===== config.mk =====
export PLATFORM = sky130hd
export DESIGN_NAME = cl_pcim_result_writer_flat
export DESIGN_NICKNAME = d
export VERILOG_FILES = /design/src/rtl/cl_pcim_result_writer_pkg.sv /design/src/rtl/cl_pcim_result_writer_if.sv /design/src/rtl/cl_pcim_result_writer.sv /design/src/flat_wrapper.sv
export SDC_FILE = /design/constraint.sdc
export NUM_CORES = 1
export LEC_CHECK = 0
export ABC_AREA = 1
export BUFFER_PORTS_ARGS = -buffer_cell sky130_fd_sc_hd__buf_2
export CAP_MARGIN = 20
export CORE_AREA = 2 2 512 514
export CTS_CLUSTER_DIAMETER = 40
export DETAILED_ROUTE_END_ITERATION = 12
export DIE_AREA = 0 0 514 516
export PLACE_DENSITY_LB_ADDON = 0.2
export SLEW_MARGIN = 20
export SYNTH_ARGS = -nofsm -noshare
export SYNTH_HDL_FRONTEND = slang
export SYNTH_SLANG_ARGS = --single-unit

===== constraint.sdc =====
create_clock -name clk -period 3.3 [get_ports clk]
set_input_delay 0.825 -clock clk [delete_from_list [all_inputs] [get_ports clk]]
set_output_delay 0.825 -clock clk [all_outputs]
set_load 0.005 [all_outputs]

===== src/rtl/cl_pcim_result_writer_pkg.sv =====
// pcim_wr_pkg: shared types and constants for the PCIM result writer
package pcim_wr_pkg;
  typedef enum logic [1:0] {IDLE, RUN, DRAIN} state_t;
  localparam int BURST_BYTES = 4096;
  localparam logic [2:0] AXSIZE_64B = 3'b110;
  localparam logic [63:0] WSTRB_ALL = '1;
endpackage


===== src/rtl/cl_pcim_result_writer_if.sv =====
// cl_pcim_result_writer_if: AXI4 write-only PCIM bus (AW, W, B channels)
interface cl_pcim_result_writer_if #(parameter int ID_W = 16);
  logic [ID_W-1:0] awid;
  logic [63:0] awaddr;
  logic [7:0] awlen;
  logic [2:0] awsize;
  logic awvalid;
  logic awready;
  logic [511:0] wdata;
  logic [63:0] wstrb;
  logic wlast;
  logic wvalid;
  logic wready;
  logic [ID_W-1:0] bid;
  logic [1:0] bresp;
  logic bvalid;
  logic bready;
  modport master (
    output awid, awaddr, awlen, awsize, awvalid, wdata, wstrb, wlast, wvalid, bready,
    input awready, wready, bid, bresp, bvalid
  );
  modport slave (
    input awid, awaddr, awlen, awsize, awvalid, wdata, wstrb, wlast, wvalid, bready,
    output awready, wready, bid, bresp, bvalid
  );
endinterface


===== src/rtl/cl_pcim_result_writer.sv =====
// cl_pcim_result_writer: writes the 512-bit result stream to host memory as fixed 4 KiB INCR bursts
module cl_pcim_result_writer
  import pcim_wr_pkg::*;
#(
  parameter int ID_W = 16,
  parameter int BURST_BEATS = 64,
  parameter int MAX_OUT = 4,
  parameter int AWID_VAL = 0
) (
  input  logic clk,
  input  logic rst_n,
  input  logic cfg_start,
  input  logic [63:0] cfg_base_addr,
  input  logic [15:0] cfg_num_bursts,
  output logic busy,
  output logic done,
  output logic err,
  output logic [15:0] bursts_done,
  input  logic [511:0] s_tdata,
  input  logic s_tvalid,
  output logic s_tready,
  cl_pcim_result_writer_if.master pcim
);
  localparam int BW = $clog2(BURST_BEATS);
  state_t state, state_n;
  logic [63:0] base, base_n, awaddr, awaddr_n;
  logic [15:0] num, num_n, aw_cnt, aw_n, w_cnt, w_n, b_cnt, b_n;
  logic [BW-1:0] beat_cnt, beat_n;
  logic awvalid, awvalid_n, err_n, done_n;
  logic w_ok, wlast, aw_hs, w_hs, b_hs, aw_hold;
  assign w_ok = (state == RUN) && (w_cnt < aw_cnt);
  assign wlast = beat_cnt == BW'(BURST_BEATS - 1);
  assign aw_hs = awvalid & pcim.awready;
  assign w_hs = s_tvalid & w_ok & pcim.wready;
  assign b_hs = pcim.bvalid & pcim.bready;
  assign aw_hold = awvalid & ~pcim.awready;
  assign pcim.awid = ID_W'(AWID_VAL);
  assign pcim.awaddr = awaddr;
  assign pcim.awlen = 8'(BURST_BEATS - 1);
  assign pcim.awsize = AXSIZE_64B;
  assign pcim.awvalid = awvalid;
  assign pcim.wdata = s_tdata;
  assign pcim.wstrb = WSTRB_ALL;
  assign pcim.wlast = wlast;
  assign pcim.wvalid = s_tvalid & w_ok;
  assign pcim.bready = 1'b1;
  assign s_tready = pcim.wready & w_ok;
  assign busy = state != IDLE;
  assign bursts_done = b_cnt;
  // next-state, counter and AW-issue decisions; awvalid looks at post-edge counts
  always_comb begin
    state_n = state;
    base_n = base;
    num_n = num;
    aw_n = aw_cnt;
    w_n = w_cnt;
    b_n = b_cnt;
    beat_n = beat_cnt;
    err_n = err;
    done_n = 1'b0;
    if (state == IDLE) begin
      if (cfg_start) begin
        base_n = {cfg_base_addr[63:12], 12'h000};
        num_n = cfg_num_bursts;
        aw_n = '0;
        w_n = '0;
        b_n = '0;
        beat_n = '0;
        err_n = 1'b0;
        state_n = cfg_num_bursts == '0 ? IDLE : RUN;
        done_n = cfg_num_bursts == '0;
      end
    end else begin
      aw_n = aw_cnt + 16'(aw_hs);
      w_n = w_cnt + 16'(w_hs & wlast);
      beat_n = w_hs ? (wlast ? '0 : beat_cnt + 1'b1) : beat_cnt;
      b_n = b_cnt + 16'(b_hs);
      err_n = err | (b_hs & |pcim.bresp);
      if (state == RUN && w_n == num) state_n = DRAIN;
      if (state_n == DRAIN && b_n == num) begin
        state_n = IDLE;
        done_n = 1'b1;
      end
    end
    awvalid_n = aw_hold | ((state_n == RUN) && (aw_n < num_n) && ((aw_n - b_n) < 16'(MAX_OUT)));
    awaddr_n = aw_hold ? awaddr : base_n + 64'(aw_n) * 64'(BURST_BYTES);
  end
  // state and counter registers
  always_ff @(posedge clk or negedge rst_n) begin
    if (!rst_n) begin
      state <= IDLE;
      base <= '0;
      num <= '0;
      aw_cnt <= '0;
      w_cnt <= '0;
      b_cnt <= '0;
      beat_cnt <= '0;
      err <= 1'b0;
      done <= 1'b0;
      awvalid <= 1'b0;
      awaddr <= '0;
    end else begin
      state <= state_n;
      base <= base_n;
      num <= num_n;
      aw_cnt <= aw_n;
      w_cnt <= w_n;
      b_cnt <= b_n;
      beat_cnt <= beat_n;
      err <= err_n;
      done <= done_n;
      awvalid <= awvalid_n;
      awaddr <= awaddr_n;
    end
  end
endmodule


===== src/flat_wrapper.sv =====
// flat-port wrapper written by rule: the top's interface ports become plain ports
module cl_pcim_result_writer_flat import pcim_wr_pkg::*;
#(
  parameter int ID_W = 16,
  parameter int BURST_BEATS = 64,
  parameter int MAX_OUT = 4,
  parameter int AWID_VAL = 0
)
  (clk, rst_n, cfg_start, cfg_base_addr, cfg_num_bursts, busy, done, err, bursts_done, s_tdata, s_tvalid, s_tready, pcim_awid, pcim_awaddr, pcim_awlen, pcim_awsize, pcim_awvalid, pcim_wdata, pcim_wstrb, pcim_wlast, pcim_wvalid, pcim_bready, pcim_awready, pcim_wready, pcim_bid, pcim_bresp, pcim_bvalid);
  cl_pcim_result_writer_if #(.ID_W(ID_W)) pcim_i ();
  input  logic clk;
  input  logic rst_n;
  input  logic cfg_start;
  input  logic [63:0] cfg_base_addr;
  input  logic [15:0] cfg_num_bursts;
  output logic busy;
  output logic done;
  output logic err;
  output logic [15:0] bursts_done;
  input  logic [511:0] s_tdata;
  input  logic s_tvalid;
  output logic s_tready;
  output wire logic [$bits(pcim_i.awid)-1:0] pcim_awid;
  output wire logic [$bits(pcim_i.awaddr)-1:0] pcim_awaddr;
  output wire logic [$bits(pcim_i.awlen)-1:0] pcim_awlen;
  output wire logic [$bits(pcim_i.awsize)-1:0] pcim_awsize;
  output wire logic [$bits(pcim_i.awvalid)-1:0] pcim_awvalid;
  output wire logic [$bits(pcim_i.wdata)-1:0] pcim_wdata;
  output wire logic [$bits(pcim_i.wstrb)-1:0] pcim_wstrb;
  output wire logic [$bits(pcim_i.wlast)-1:0] pcim_wlast;
  output wire logic [$bits(pcim_i.wvalid)-1:0] pcim_wvalid;
  output wire logic [$bits(pcim_i.bready)-1:0] pcim_bready;
  input wire logic [$bits(pcim_i.awready)-1:0] pcim_awready;
  input wire logic [$bits(pcim_i.wready)-1:0] pcim_wready;
  input wire logic [$bits(pcim_i.bid)-1:0] pcim_bid;
  input wire logic [$bits(pcim_i.bresp)-1:0] pcim_bresp;
  input wire logic [$bits(pcim_i.bvalid)-1:0] pcim_bvalid;
  assign pcim_awid = pcim_i.awid;
  assign pcim_awaddr = pcim_i.awaddr;
  assign pcim_awlen = pcim_i.awlen;
  assign pcim_awsize = pcim_i.awsize;
  assign pcim_awvalid = pcim_i.awvalid;
  assign pcim_wdata = pcim_i.wdata;
  assign pcim_wstrb = pcim_i.wstrb;
  assign pcim_wlast = pcim_i.wlast;
  assign pcim_wvalid = pcim_i.wvalid;
  assign pcim_bready = pcim_i.bready;
  assign pcim_i.awready = pcim_awready;
  assign pcim_i.wready = pcim_wready;
  assign pcim_i.bid = pcim_bid;
  assign pcim_i.bresp = pcim_bresp;
  assign pcim_i.bvalid = pcim_bvalid;
  cl_pcim_result_writer #(.ID_W(ID_W), .BURST_BEATS(BURST_BEATS), .MAX_OUT(MAX_OUT), .AWID_VAL(AWID_VAL)) u_core (.clk(clk), .rst_n(rst_n), .cfg_start(cfg_start), .cfg_base_addr(cfg_base_addr), .cfg_num_bursts(cfg_num_bursts), .busy(busy), .done(done), .err(err), .bursts_done(bursts_done), .s_tdata(s_tdata), .s_tvalid(s_tvalid), .s_tready(s_tready), .pcim(pcim_i));
endmodule

After elaboration in Yosys (flattened, before gate mapping)
Cells that the tools add are included.
{"block": "word_totals", "reg_bits": 203, "output_inout_bits": 691}
{"block": "op_classes", "eq_ne": 7, "bitwise": 10, "n_addsub": 6, "magnitude_cmp": 3, "n_reduce_logical": 11, "muxes": 25}
{"op": "two-way mux 16 bit", "count": 8}
{"op": "two-way mux 64 bit", "count": 2}
{"op": "adder 64 x 28 -> 64 bit", "count": 1}
{"op": "adder 16 x 1 -> 16 bit", "count": 2}
{"op": "equality test 16 bit", "count": 2}
{"op": "< comparator 16 bit", "count": 2}
{"op": "two-way mux 6 bit", "count": 4}
{"op": "adder 16 bit", "count": 1}
{"op": "logical NOT 16 bit", "count": 1}
{"op": "< comparator 16 x 3 -> 1 bit (second input constant)", "count": 1}
{"op": "subtractor 16 bit", "count": 1}
{"op": "two-way mux 2 bit", "count": 5}
{"op": "bitwise AND 1 bit", "count": 7}
{"op": "adder 6 x 1 -> 6 bit (second input constant)", "count": 1}
{"op": "equality test 6 bit (second input constant)", "count": 1}
{"op": "two-way mux 1 bit", "count": 6}
{"op": "logical AND 1 bit", "count": 5}
{"op": "equality test 2 x 1 -> 1 bit (second input constant)", "count": 2}
{"op": "nonzero test 2 bit", "count": 2}
{"op": "equality test 2 bit (second input constant)", "count": 1}
{"op": "logical NOT 2 bit", "count": 1}
{"op": "!= test 2 bit (second input constant)", "count": 1}
{"op": "OR 1 bit", "count": 2}
{"op": "AND reduction 2 bit", "count": 1}
{"op": "other kinds (2)", "count": 2}

Logic depth before layout (Yosys ltp)
Gate-level depths: netlist of the first run.
{"block": "depth", "ltp_word": 18, "depth_mapped": 31}

Worst setup path before layout of the first run
OpenSTA, ideal clock, no wires.
{"block": "synth_path", "path_kind": "input port to flip-flop", "startpoint": "in cfg_start", "endpoint": "reg u_core.awaddr[48], in the netlist u_core.pcim.awaddr[48]", "t_arrival_ns": 3.803, "path_buffers": 4, "required_ns": 3.176, "setup_time_ns": 0.124, "path_slack_ns": -0.627, "cell_stages": 22, "path_cell_list": "nand2_4 buf_6 buf_4 clkbuf_1 clkbuf_1 nand2_1 nand2_1 ha_1 inv_1 fa_1 inv_1 nand3_1 nand2_1 a21oi_1 o21ai_0 nand3_1 nand2_1 nand3_2 nor2_2 nand2_1 a21oi_1 a21oi_1"}
{"block": "synth_between", "elab_chain_len": 3, "elab_cells_between_ends": 5, "classes_between": "1 x add/sub; 4 x mux"}
{"element": "start, declared", "line_no": "flat_wrapper.sv:13", "rtl": "input logic cfg_start;"}
{"element": "two-way mux 64 bit", "line_no": "cl_pcim_result_writer.sv:62", "rtl": "if (cfg_start) begin"}
{"element": "two-way mux 64 bit", "line_no": "cl_pcim_result_writer.sv:61", "rtl": "if (state == IDLE) begin"}
{"element": "named net u_core.base_n[12]", "line_no": "cl_pcim_result_writer.sv:26", "rtl": "logic [63:0] base, base_n, awaddr, awaddr_n;"}
{"element": "adder 64 x 28 -> 64 bit", "line_no": "cl_pcim_result_writer.sv:86", "rtl": "awaddr_n = aw_hold ? awaddr : base_n + 64'(aw_n) * 64'(BURST_BYTES);"}
{"element": "end signal, assigned", "line_no": "cl_pcim_result_writer.sv:113", "rtl": "awaddr <= awaddr_n;"}
{"element": "end, declared", "line_no": "cl_pcim_result_writer.sv:26"}
The timed path passes the listed nets, and every way through them passes these cells.
A chain may end at the register's enable or synchronous reset.

Worst setup path after layout of the first run
{"block": "layout_path", "startpoint": "reg u_core.awvalid, in the netlist u_core.pcim.awvalid", "endpoint": "reg u_core.awaddr[63], in the netlist u_core.pcim.awaddr[63]"}
{"block": "layout_between", "elab_chain_len": 4, "elab_cells_between_ends": 5, "classes_between": "2 x add/sub; 1 x mux; 2 x bitwise"}
{"element": "start, declared", "line_no": "cl_pcim_result_writer.sv:29", "rtl": "logic awvalid, awvalid_n, err_n, done_n;"}
{"element": "start signal, assigned", "line_no": "cl_pcim_result_writer.sv:112", "rtl": "awvalid <= awvalid_n;"}
{"element": "bitwise AND 1 bit", "line_no": "cl_pcim_result_writer.sv:33", "rtl": "assign aw_hs = awvalid & pcim.awready;"}
{"element": "adder 16 x 1 -> 16 bit", "line_no": "cl_pcim_result_writer.sv:74", "rtl": "aw_n = aw_cnt + 16'(aw_hs);"}
{"element": "two-way mux 16 bit", "line_no": "cl_pcim_result_writer.sv:61"}
{"element": "named net u_core.aw_n[12]", "line_no": "cl_pcim_result_writer.sv:27", "rtl": "logic [15:0] num, num_n, aw_cnt, aw_n, w_cnt, w_n, b_cnt, b_n;"}
{"element": "adder 64 x 28 -> 64 bit", "line_no": "cl_pcim_result_writer.sv:86"}
The timed path passes the listed nets, and every way through them passes these cells.

==> metrics.yaml, run 1 <==
worst_setup_path:
  rrSetupSlack_ns: -0.35
  crit_path_start: "u_core.pcim.awvalid"
  r2r-start: "u_core.pcim.awvalid"
  end_kind: "register"
  worst-endpoint-arrival_ns: 4.11
  cp_max_fo: 4
  crit_path_start_kind: "register"
  worstPathRequired_ns: 3.76
  crit_type: "reg -> reg"
route:
  drcViolationCount: 0
  postRouteAntennaNets: 0
  totalWireLength_um: 139000
  via_per_inst: 2.53
  drt_pre_antenna_iters: 5
  wl_per_cell_um: 23.2
  dr.first_iter.drc_count: 659
  vias: 15200
timing:
  fmax_mhz: 274
  hold_violations: 0
  fin_crit_ns: 3.65
  clock_skew_ns: 0.0765
  grt_setup_unrepaired: "yes"
  tightest_slew_ns: 0.831
  fin_crit_sh: 1.11
  drv_slew: 0
  timing.final.ws_setup_ns: -0.351
  hold_slack_ns: 0.0807
  max-slew-margin-rel: 0.446
  setup_viol: 42
die:
  num_io_pins: 1308
  die_y_um: 516
  core_area_sq_mm: 0.259
  fp.dieW_um: 514
  fp-row-count: 187
  start_util: 0.0664
  dieArea_sq_mm: 0.265
yosys:
  yosysMostFrequentCell: "buf_4"
  ys_seq_area_frac: 0.295
  synth_top_cell_area_share: 0.295
  synthTopCellsByArea: "dfrtp_1 29%, buf_4 27%, nand2_1 13%"
  ys_seq_elements: 203
  synth_edf_count: 0
  synth.distinct_cells: 52
  synth.avg_cell_area_sq_um: 7.37
  synth.top_cells.by_count: "609 x buf_4, 574 x nand2_1, 203 x dfrtp_1"
  syn_area_sq_mm: 0.0172
  async_reset_ff_frac: 1.00
  yosys.area.top_type: "dfrtp_1"
  synth_warnings: 0
  synth-main-ff-cell: "dfrtp_1"
  syn_inst: 2338
placement:
  portBuffers: 163
  placed_area_sq_mm: 0.0214
  routabilityCongestion: 0.752
  dp_hpwl_um: 122000
  pre_cts_ws_ns: -1.39
power:
  power.total_mw: 11.3
  powerDensity_mw_per_mm2: 432
  ir_worst_vdd_mv: 0.331
  cellLeakagePower_nw: 11.7
layout:
  layout-drive-gt1-share: 0.426
  final_area_sq_mm: 0.0262
  synthToLayoutAreaGrowth_pct: 52.1
  n_fill_cell: 30200
  finish.utilization: 0.101
  nets: 3210
global_route:
  grt_util_all_layers: 0.101
  overflow: 0
  grt_pass1_wl_um: 172000
  grt_pass1_vias: 15700
  grt_antenna_before_repair: 10
  grt_max_degree: 89
clocking:
  cts_sinks: 203
  cts_buffers: 68
  cts_tree: "yes"
  htreeDepth: 3
  clk_latency_ns: 0.67
  cts_hold_buf: 0
  cts_root_buf: "clkbuf_16"
  clkTransAtPathRegs_ns: 0.05
  clock_path_buffers: 3
flow_run:
  drv_cap: 0
outcome:
  failed_checks: "negative setup slack"
  status: "finished with violations"
hold_path:
  hold_path_class: "in -> async"
## cell usage in the layout (no fill, tap or decap), types with 15 or more instances in the layout
| cell type | count |
|---|---|
| o22ai_1 | 15 |
| o21ai_0 | 53 |
| a21oi_1 | 37 |
| ha_4 | 22 |
| inv_1 | 179 |
| conb_1 | 92 |
| nor2_1 | 95 |
| nand4_1 | 22 |
| inv_2 | 23 |
| nor3_1 | 17 |
| buf_6 | 53 |
| clkbuf_16 | 68 |
| nor2_2 | 18 |
| ha_1 | 44 |
| a21oi_2 | 21 |
| buf_2 | 161 |
| o21ai_2 | 22 |
| o21ai_1 | 40 |
| buf_4 | 439 |
| nand2_1 | 511 |
| nand2_4 | 25 |
| nand3_2 | 24 |
| nand2_2 | 48 |
| nand3_1 | 90 |
| dfrtp_1 | 202 |
| xor2_1 | 21 |
| nor2_4 | 26 |
| xnor2_1 | 15 |
## metal layers
metal,track usage,up-vias,share of wire
li1,-,7122,-
met1,0.0752,6739,0.26
met2,0.164,990,0.46
met3,0.111,306,0.24
met4,0.0367,4,0.038
met5,0.00487,-,0.0012
## registers in the layout, summed over array words and instances (netlist names)
signal / cells
u_core.aw_cnt: 16
u_core.err: 1
u_core.w_cnt: 16
u_core.base: 64
u_core.done: 1
u_core.state: 2
u_core.pcim.awvalid: 1
u_core.pcim.awaddr: 64
u_core.bursts_done: 16
u_core.beat_cnt: 6
u_core.num: 16
## per-stage QoR
step	TNS (ns)	std cells
after CTS	-15.50	5972
after floorplan	-5.50	2428
final	-9.28	5982
after detailed placement	-54.62	5779
after global placement	-54.58	5779
after global routing	-21.65	5980
## final timing paths
| kind | to | cells past startpoint |
|---|---|---|
| min | u_core.pcim.awaddr[44] | 1 |
| min in group clk | u_core.base[13] | 3 |
| max reg2reg | u_core.pcim.awaddr[63] | 25 |
| min reg2reg | u_core.pcim.awaddr[19] | 2 |
| max in group asynchronous | u_core.beat_cnt[2] | 2 |
| max | u_core.pcim.awaddr[63] | 25 |
## kinds of logic after synthesis
kind of cell	share of synthesized area
flip-flops	0.295
buffers and inverters	0.321
AND/OR/NAND/NOR	0.231
adder cells (fa/ha/maj)	0.0498
other	0.000436
multiplexers	0.000581
XOR/XNOR	0.0291
AO/OA/AOI/OAI	0.0740
## critical path, stage by stage (launching register included)
cell      delay [ns]
dfrtp_1         0.39
nand2_4         0.06
inv_4           0.07
ha_4            0.15
ha_4            0.13
inv_2           0.04
nor2_4          0.11
nand3_2         0.11
nor2_4          0.16
nand2_4         0.07
nor3_4          0.19
nand2_2         0.11
buf_6           0.13
o21ai_4         0.17
ha_4            0.21
nand2_4         0.07
nor2_4          0.10
nand2_2         0.07
o21ai_4         0.19
nand2_4         0.09
nand2_8         0.12
nand2_8         0.07
nor2_4          0.13
nand3b_1        0.20
xor2_1          0.19
o21ai_1         0.07
## area by class of cell
cell class / count / area (sq um) / share of cell area
tap: 3402 / 4260 / 0.162
clock buffer: 87 / 1870 / 0.0715
clock inverter: 36 / 619 / 0.0236
sequential: 203 / 5080 / 0.194
inverter: 209 / 810 / 0.0309
antenna: 2 / 5.00 / 0.000191
multi-input combinational: 1374 / 8550 / 0.326
timing repair buffer: 669 / 5000 / 0.191
## repair_timing
item	4_1_cts	5_1_grt
buffers inserted	86	44
gates resized for setup	263	173
setup endpoints to repair	57	66
pin swaps	121	126
## where the power goes
| part | switching [mW] | leakage (nW) | total, mW | internal (mW) |
|---|---|---|---|---|
| logic | 0.853 | 8.04 | 1.60 | 0.742 |
| clock network | 2.22 | 1.20 | 7.11 | 4.90 |
| registers | 0.0504 | 2.42 | 2.60 | 2.55 |
| total | 3.12 | 11.7 | 11.3 | 8.19 |
Power figures use the tool's default switching activity.
==> run 2: changes to the inputs <==
--- a/config.mk
+++ b/config.mk
@@ -13,6 +13,7 @@
 export DETAILED_ROUTE_END_ITERATION = 12
 export DIE_AREA = 0 0 514 516
 export PLACE_DENSITY_LB_ADDON = 0.2
+export SKIP_CTS_REPAIR_TIMING = 1
 export SLEW_MARGIN = 20
 export SYNTH_ARGS = -nofsm -noshare
 export SYNTH_HDL_FRONTEND = slang
==> run 2 against run 1 <==
Against the previous run: the flow still finishes with violations (negative setup slack); utilization down 0.28 points; fmax down 0.39%; clock power about the same; first-iteration DRC count up 4.4%; final area down 2.7%; count of clock-buffer cells in the layout unchanged; via count down 1.3%; combinational power about the same; power down 0.14%; routed wire length down 0.56%; largest power group unchanged; highest routed layer unchanged.
==> metrics.yaml, run 2 (same netlist as run 1, synthesis figures left out) <==
layout:
  final_common_cell: "nand2_1"
  n_fill_cell: 30200
  finalNonFillerCells: 5941
  layout_common_cells: "522 x nand2_1, 425 x buf_4, 203 x dfrtp_1, 187 x inv_1, 162 x buf_2"
  multi_input_area_sq_mm: 0.00826
  nets: 3170
  reg_top3: "u_core.base (64), u_core.pcim.awaddr (64)"
  final_area_sq_mm: 0.0255
  synthToLayoutAreaGrowth_pct: 47.9
  seq_area_sq_mm: 0.00508
  layout-drive-gt1-share: 0.398
hold_path:
  hold_path_class: "in -> async"
die:
  start_util: 0.0664
  core_area_sq_mm: 0.259
  dieArea_sq_mm: 0.265
  num_io_pins: 1308
  fp-row-count: 187
  die_y_um: 516
  fp.dieW_um: 514
power:
  ir_worst_vdd_mv: 0.332
  powerDensity_mw_per_mm2: 443
  cellLeakagePower_nw: 11.4
global_route:
  grt_pass1_vias: 15000
  grt_antenna_before_repair: 10
  grt_pass1_wl_um: 169000
  overflow: 0
  grt_util_all_layers: 0.0996
  grt_max_degree: 89
clocking:
  htreeDepth: 3
  cts_root_buf: "clkbuf_16"
  clk_latency_ns: 0.68
  cts_buffers: 68
  clock_path_buffers: 3
  cts_tree: "yes"
  clkTransAtPathRegs_ns: 0.05
  cts_sinks: 203
route:
  route.met2.wl_um: 64400
  wl_per_cell_um: 23.3
  dr.first_iter.drc_count: 688
  met3_length_um: 33100
  highest_layer: "met5"
  postRouteAntennaNets: 0
  via_per_inst: 2.52
  wl_met1_um: 35900
  vias: 15000
  totalWireLength_um: 138000
  drt_pre_antenna_iters: 5
  drcViolationCount: 0
timing:
  timing.final.ws_setup_ns: -0.365
  fin_crit_sh: 1.11
  hold_violations: 0
  fin_crit_ns: 3.67
  grt_setup_unrepaired: "yes"
  hold_slack_ns: 0.0798
  fmax_mhz: 273
  drv_slew: 0
  setup_tns_ns: -7.41
  max-slew-margin-rel: 0.456
  clock_skew_ns: 0.0790
  setup_viol: 40
  tightest_slew_ns: 0.816
worst_setup_path:
  crit_family: "simple AND/OR/NAND/NOR gates"
  worstPathRequired_ns: 3.76
  critPathMaxStageDelay_ns: 0.34
  end_kind: "register"
  crit_chain: "buf_4 > nor2_4 > buf_4 > buf_6 > nor2_4 > nand3_2 > nor2_4 > nand2_4 > nor3_4 > nand2_2 > buf_6 > o21ai_4 > ha_4 > nand2_4 > nor2_4 > nand2_2 > o21ai_4 > nand2_2 > nand2_8 > nand2_8 > nor2_4 > nand3b_1 > xor2_1 > o21ai_1"
  cp_max_fo: 5
  crit_path_start_kind: "register"
  critPathMostFrequentCell: "nor2_4"
  cp_slowest_cell: "dfrtp_1"
  worst-endpoint-arrival_ns: 4.13
  crit_buf_inv: 4
  crit_type: "reg -> reg"
placement:
  pre_cts_ws_ns: -1.39
  dp_hpwl_um: 122000
  portBuffers: 163
  placed_area_sq_mm: 0.0214
  placed_cells: 5779
  routabilityCongestion: 0.752
outcome:
  status: "finished with violations"
  failed_checks: "negative setup slack"
flow_run:
  drv_cap: 0
[run 2: through the flow]
| stage | total power, mW | util |
|---|---|---|
| floorplan | 3.80 | - |
| global placement | 4.25 | 0.0826 |
| detailed placement | 4.25 | 0.0826 |
| CTS | 11.6 | 0.0922 |
| global route | 11.9 | 0.0983 |
| finish | 11.3 | 0.0983 |
[run 2: layer usage]
metal / vias up / GRT usage
met5: - / 0.00487
met4: 4 / 0.0333
met3: 293 / 0.111
met2: 960 / 0.162
met1: 6659 / 0.0745
li1: 7050 / -
[run 2: path summary, 6_finish.rpt]
| check | start | slack (ns) | end | depth (start not counted) |
|---|---|---|---|---|
| worst min register to register | u_core.pcim.awaddr[19] | 0.47 | u_core.pcim.awaddr[19] | 2 |
| worst max register to register | u_core.state[0] | -0.37 | u_core.pcim.awaddr[63] | 24 |
| worst max-delay path | u_core.state[0] | -0.37 | u_core.pcim.awaddr[63] | 24 |
| min in group clk | cfg_base_addr[13] | 0.45 | u_core.base[13] | 3 |
| max in group asynchronous | rst_n | 2.49 | u_core.beat_cnt[2] | 2 |
| worst min-delay path | rst_n | 0.08 | u_core.pcim.awaddr[44] | 1 |
[run 2: power breakdown]
group	internal (mW)	switching, mW
combinational	0.733	0.841
clock	4.90	2.22
sequential	2.55	0.0506
[run 2: layout make-up]
type | instances | share of cell area
clock inverter | 36 | 0.0243
timing repair buffer | 629 | 0.180
sequential | 203 | 0.199
tap | 3402 | 0.167
inverter | 209 | 0.0317
clock buffer | 87 | 0.0735
antenna | 1 | 0.0000982
multi-input combinational | 1374 | 0.324
==> run 3: changes to the inputs <==
==> constraint.sdc (replaced) <==
create_clock -name clk -period 3.3 [get_ports clk]
set_input_delay 0.825 -clock clk [delete_from_list [all_inputs] [get_ports clk]]
set_output_delay 0.825 -clock clk [all_outputs]
set_load 0.02 [all_outputs]
==> run 3 against run 2 <==
Against the previous run: the run still ends with negative setup slack left; critical path type unchanged; sequential power hardly changed; sequential share of layout area is 0.27 points higher; non-clock buffer count down 26; utilization is 0.13 points lower; flip-flop and latch count is the same; count of clock-buffer cells in the layout fell by 3; highest routed layer unchanged.
==> metrics.yaml, run 3 (same netlist as run 1, synthesis figures left out) <==
route:
  wl_per_cell_um: 23.1
  drcViolationCount: 0
  vias: 15000
  totalWireLength_um: 137000
  via_per_inst: 2.54
  postRouteAntennaNets: 0
  drt_pre_antenna_iters: 5
  dr.first_iter.drc_count: 629
die:
  core_area_sq_mm: 0.259
  num_io_pins: 1308
  start_util: 0.0664
  dieArea_sq_mm: 0.265
  fp.dieW_um: 514
  fp-row-count: 187
  die_y_um: 516
global_route:
  overflow: 0
  grt_pass1_vias: 15400
  grt_pass1_wl_um: 168000
  grt_util_all_layers: 0.0987
  grt_max_degree: 89
  grt_antenna_before_repair: 14
layout:
  n_fill_cell: 30300
  finalNonFillerCells: 5916
  nets: 3144
  final_common_cell: "nand2_1"
  reg_top3: "u_core.base (64), u_core.pcim.awaddr (64)"
  n_antenna_cell: 0
  layout-drive-gt1-share: 0.393
  synthToLayoutAreaGrowth_pct: 46.0
  layout_common_cells: "526 x nand2_1, 406 x buf_4, 202 x dfrtp_1, 187 x inv_1, 161 x buf_2"
timing:
  clock_skew_ns: 0.0291
  fin_crit_sh: 1.14
  fmax_mhz: 266
  timing.final.ws_setup_ns: -0.465
  fin_crit_ns: 3.77
  setup_tns_ns: -6.00
  grt_setup_unrepaired: "yes"
  tightest_slew_ns: 0.712
  hold_violations: 0
  max-slew-margin-rel: 0.520
  drv_slew: 0
  setup_viol: 40
worst_setup_path:
  end_kind: "register"
  cp_max_fo: 8
  worstPathRequired_ns: 3.85
  critPathMaxStageDelay_ns: 0.38
  crit_path_start_kind: "register"
  crit_buf_inv: 3
  worst-endpoint-arrival_ns: 4.32
  crit_type: "reg -> reg"
  crit_family: "simple AND/OR/NAND/NOR gates"
  cp_slowest_cell: "dfrtp_1"
flow_run:
  drv_cap: 0
clocking:
  cts_tree: "yes"
  cts_root_buf: "clkbuf_16"
  cts_buffers: 68
  cts_sinks: 203
  clk_latency_ns: 0.64
  htreeDepth: 3
  clock_path_buffers: 3
  clkTransAtPathRegs_ns: 0.04
power:
  power_frac_comb: 0.145
  cellLeakagePower_nw: 11.2
  powerDensity_mw_per_mm2: 449
  ir_worst_vdd_mv: 0.373
  intPower_mw: 8.07
  switchingPower_mw: 3.23
  power_frac_seq: 0.231
  sw_frac_of_total: 0.286
  clkPwrFrac: 0.624
placement:
  routabilityCongestion: 0.740
  portBuffers: 163
  placed_cells: 5761
  dp_hpwl_um: 121000
outcome:
  status: "finished with violations"
  failed_checks: "negative setup slack"
hold_path:
  hold_path_class: "in -> async"
## run 3: cell count changes in the layout (fill, tap and decap cells not counted), moves of 4 or more
cell and change:
xor2_2 -4, clkinv_2 +4, clkbuf_1 -4, nor2_1 -4, buf_4 -19, nor2_2 +6
nand3_2 +4, nand2_1 +4, nand3_1 -5, buf_6 -4, a21oi_2 -4, xor2_1 +4
## run 3: routing by layer
metal  track usage  up-vias  wire length, um
li1              -     6993                -
met1        0.0761     6684            37000
met2         0.160      988            62800
met3         0.104      346            31000
met4        0.0376       10             5400
met5        0.0130        -              485
## run 3: area by class of cell
cell class | count | area, sq um | area share
multi-input cells | 1374 | 8200 | 0.326
flip-flops and latches | 203 | 5080 | 0.202
repair buffers | 603 | 4350 | 0.173
well taps | 3402 | 4260 | 0.169
clock buffers | 84 | 1870 | 0.0744
inverters | 209 | 792 | 0.0315
clock inverters | 41 | 597 | 0.0237
## run 3: worst reg2reg max path, delay by kind of cell (launching register included)
family | cells | cell delay, ns
and+or+nand+nor | 18 | 1.90
buffers and inverters | 3 | 0.29
DFF | 1 | 0.38
AOI/OAI and AO/OA | 6 | 0.56
adders and majority gates | 3 | 0.53
## run 3: final timing paths
path,startpoint,endpoint,slack [ns],depth (start not counted)
worst min register to register,u_core.pcim.awaddr[1],u_core.pcim.awaddr[1],0.47,2
max in group asynchronous,rst_n,u_core.w_cnt[12],2.32,2
worst max register to register,u_core.aw_cnt[1],u_core.pcim.awvalid,-0.47,30
min in group clk,u_core.pcim.awaddr[1],u_core.pcim.awaddr[1],0.47,2
worst max-delay path,u_core.aw_cnt[1],u_core.pcim.awvalid,-0.47,30
worst min-delay path,rst_n,u_core.pcim.awaddr[48],0.21,1
## run 3: metrics by stage
stage	power (mW)	util	area, sq um	worst slack [ns]	hold WS (ns)
after global placement	4.33	0.0821	21300	-1.11	0.462
after global routing	11.8	0.0970	25200	-0.819	0.234
final	11.3	0.0970	25200	-0.465	0.215
after CTS	11.6	0.0916	23700	-0.972	0.209
after floorplan	4.33	-	17700	-0.321	0.448
after detailed placement	4.32	0.0821	21300	-1.09	0.461
## run 3: power groups by stage
stage          Sequential (mW)  Clock, mW  Combinational [mW]
2_1_floorplan             2.70          0                1.63
3_3_place_gp              2.66          0                1.67
3_5_place_dp              2.66          0                1.66
4_1_cts                   2.62       7.31                1.67
5_1_grt                   2.62       7.41                1.80
6_report                  2.61       7.06                1.63
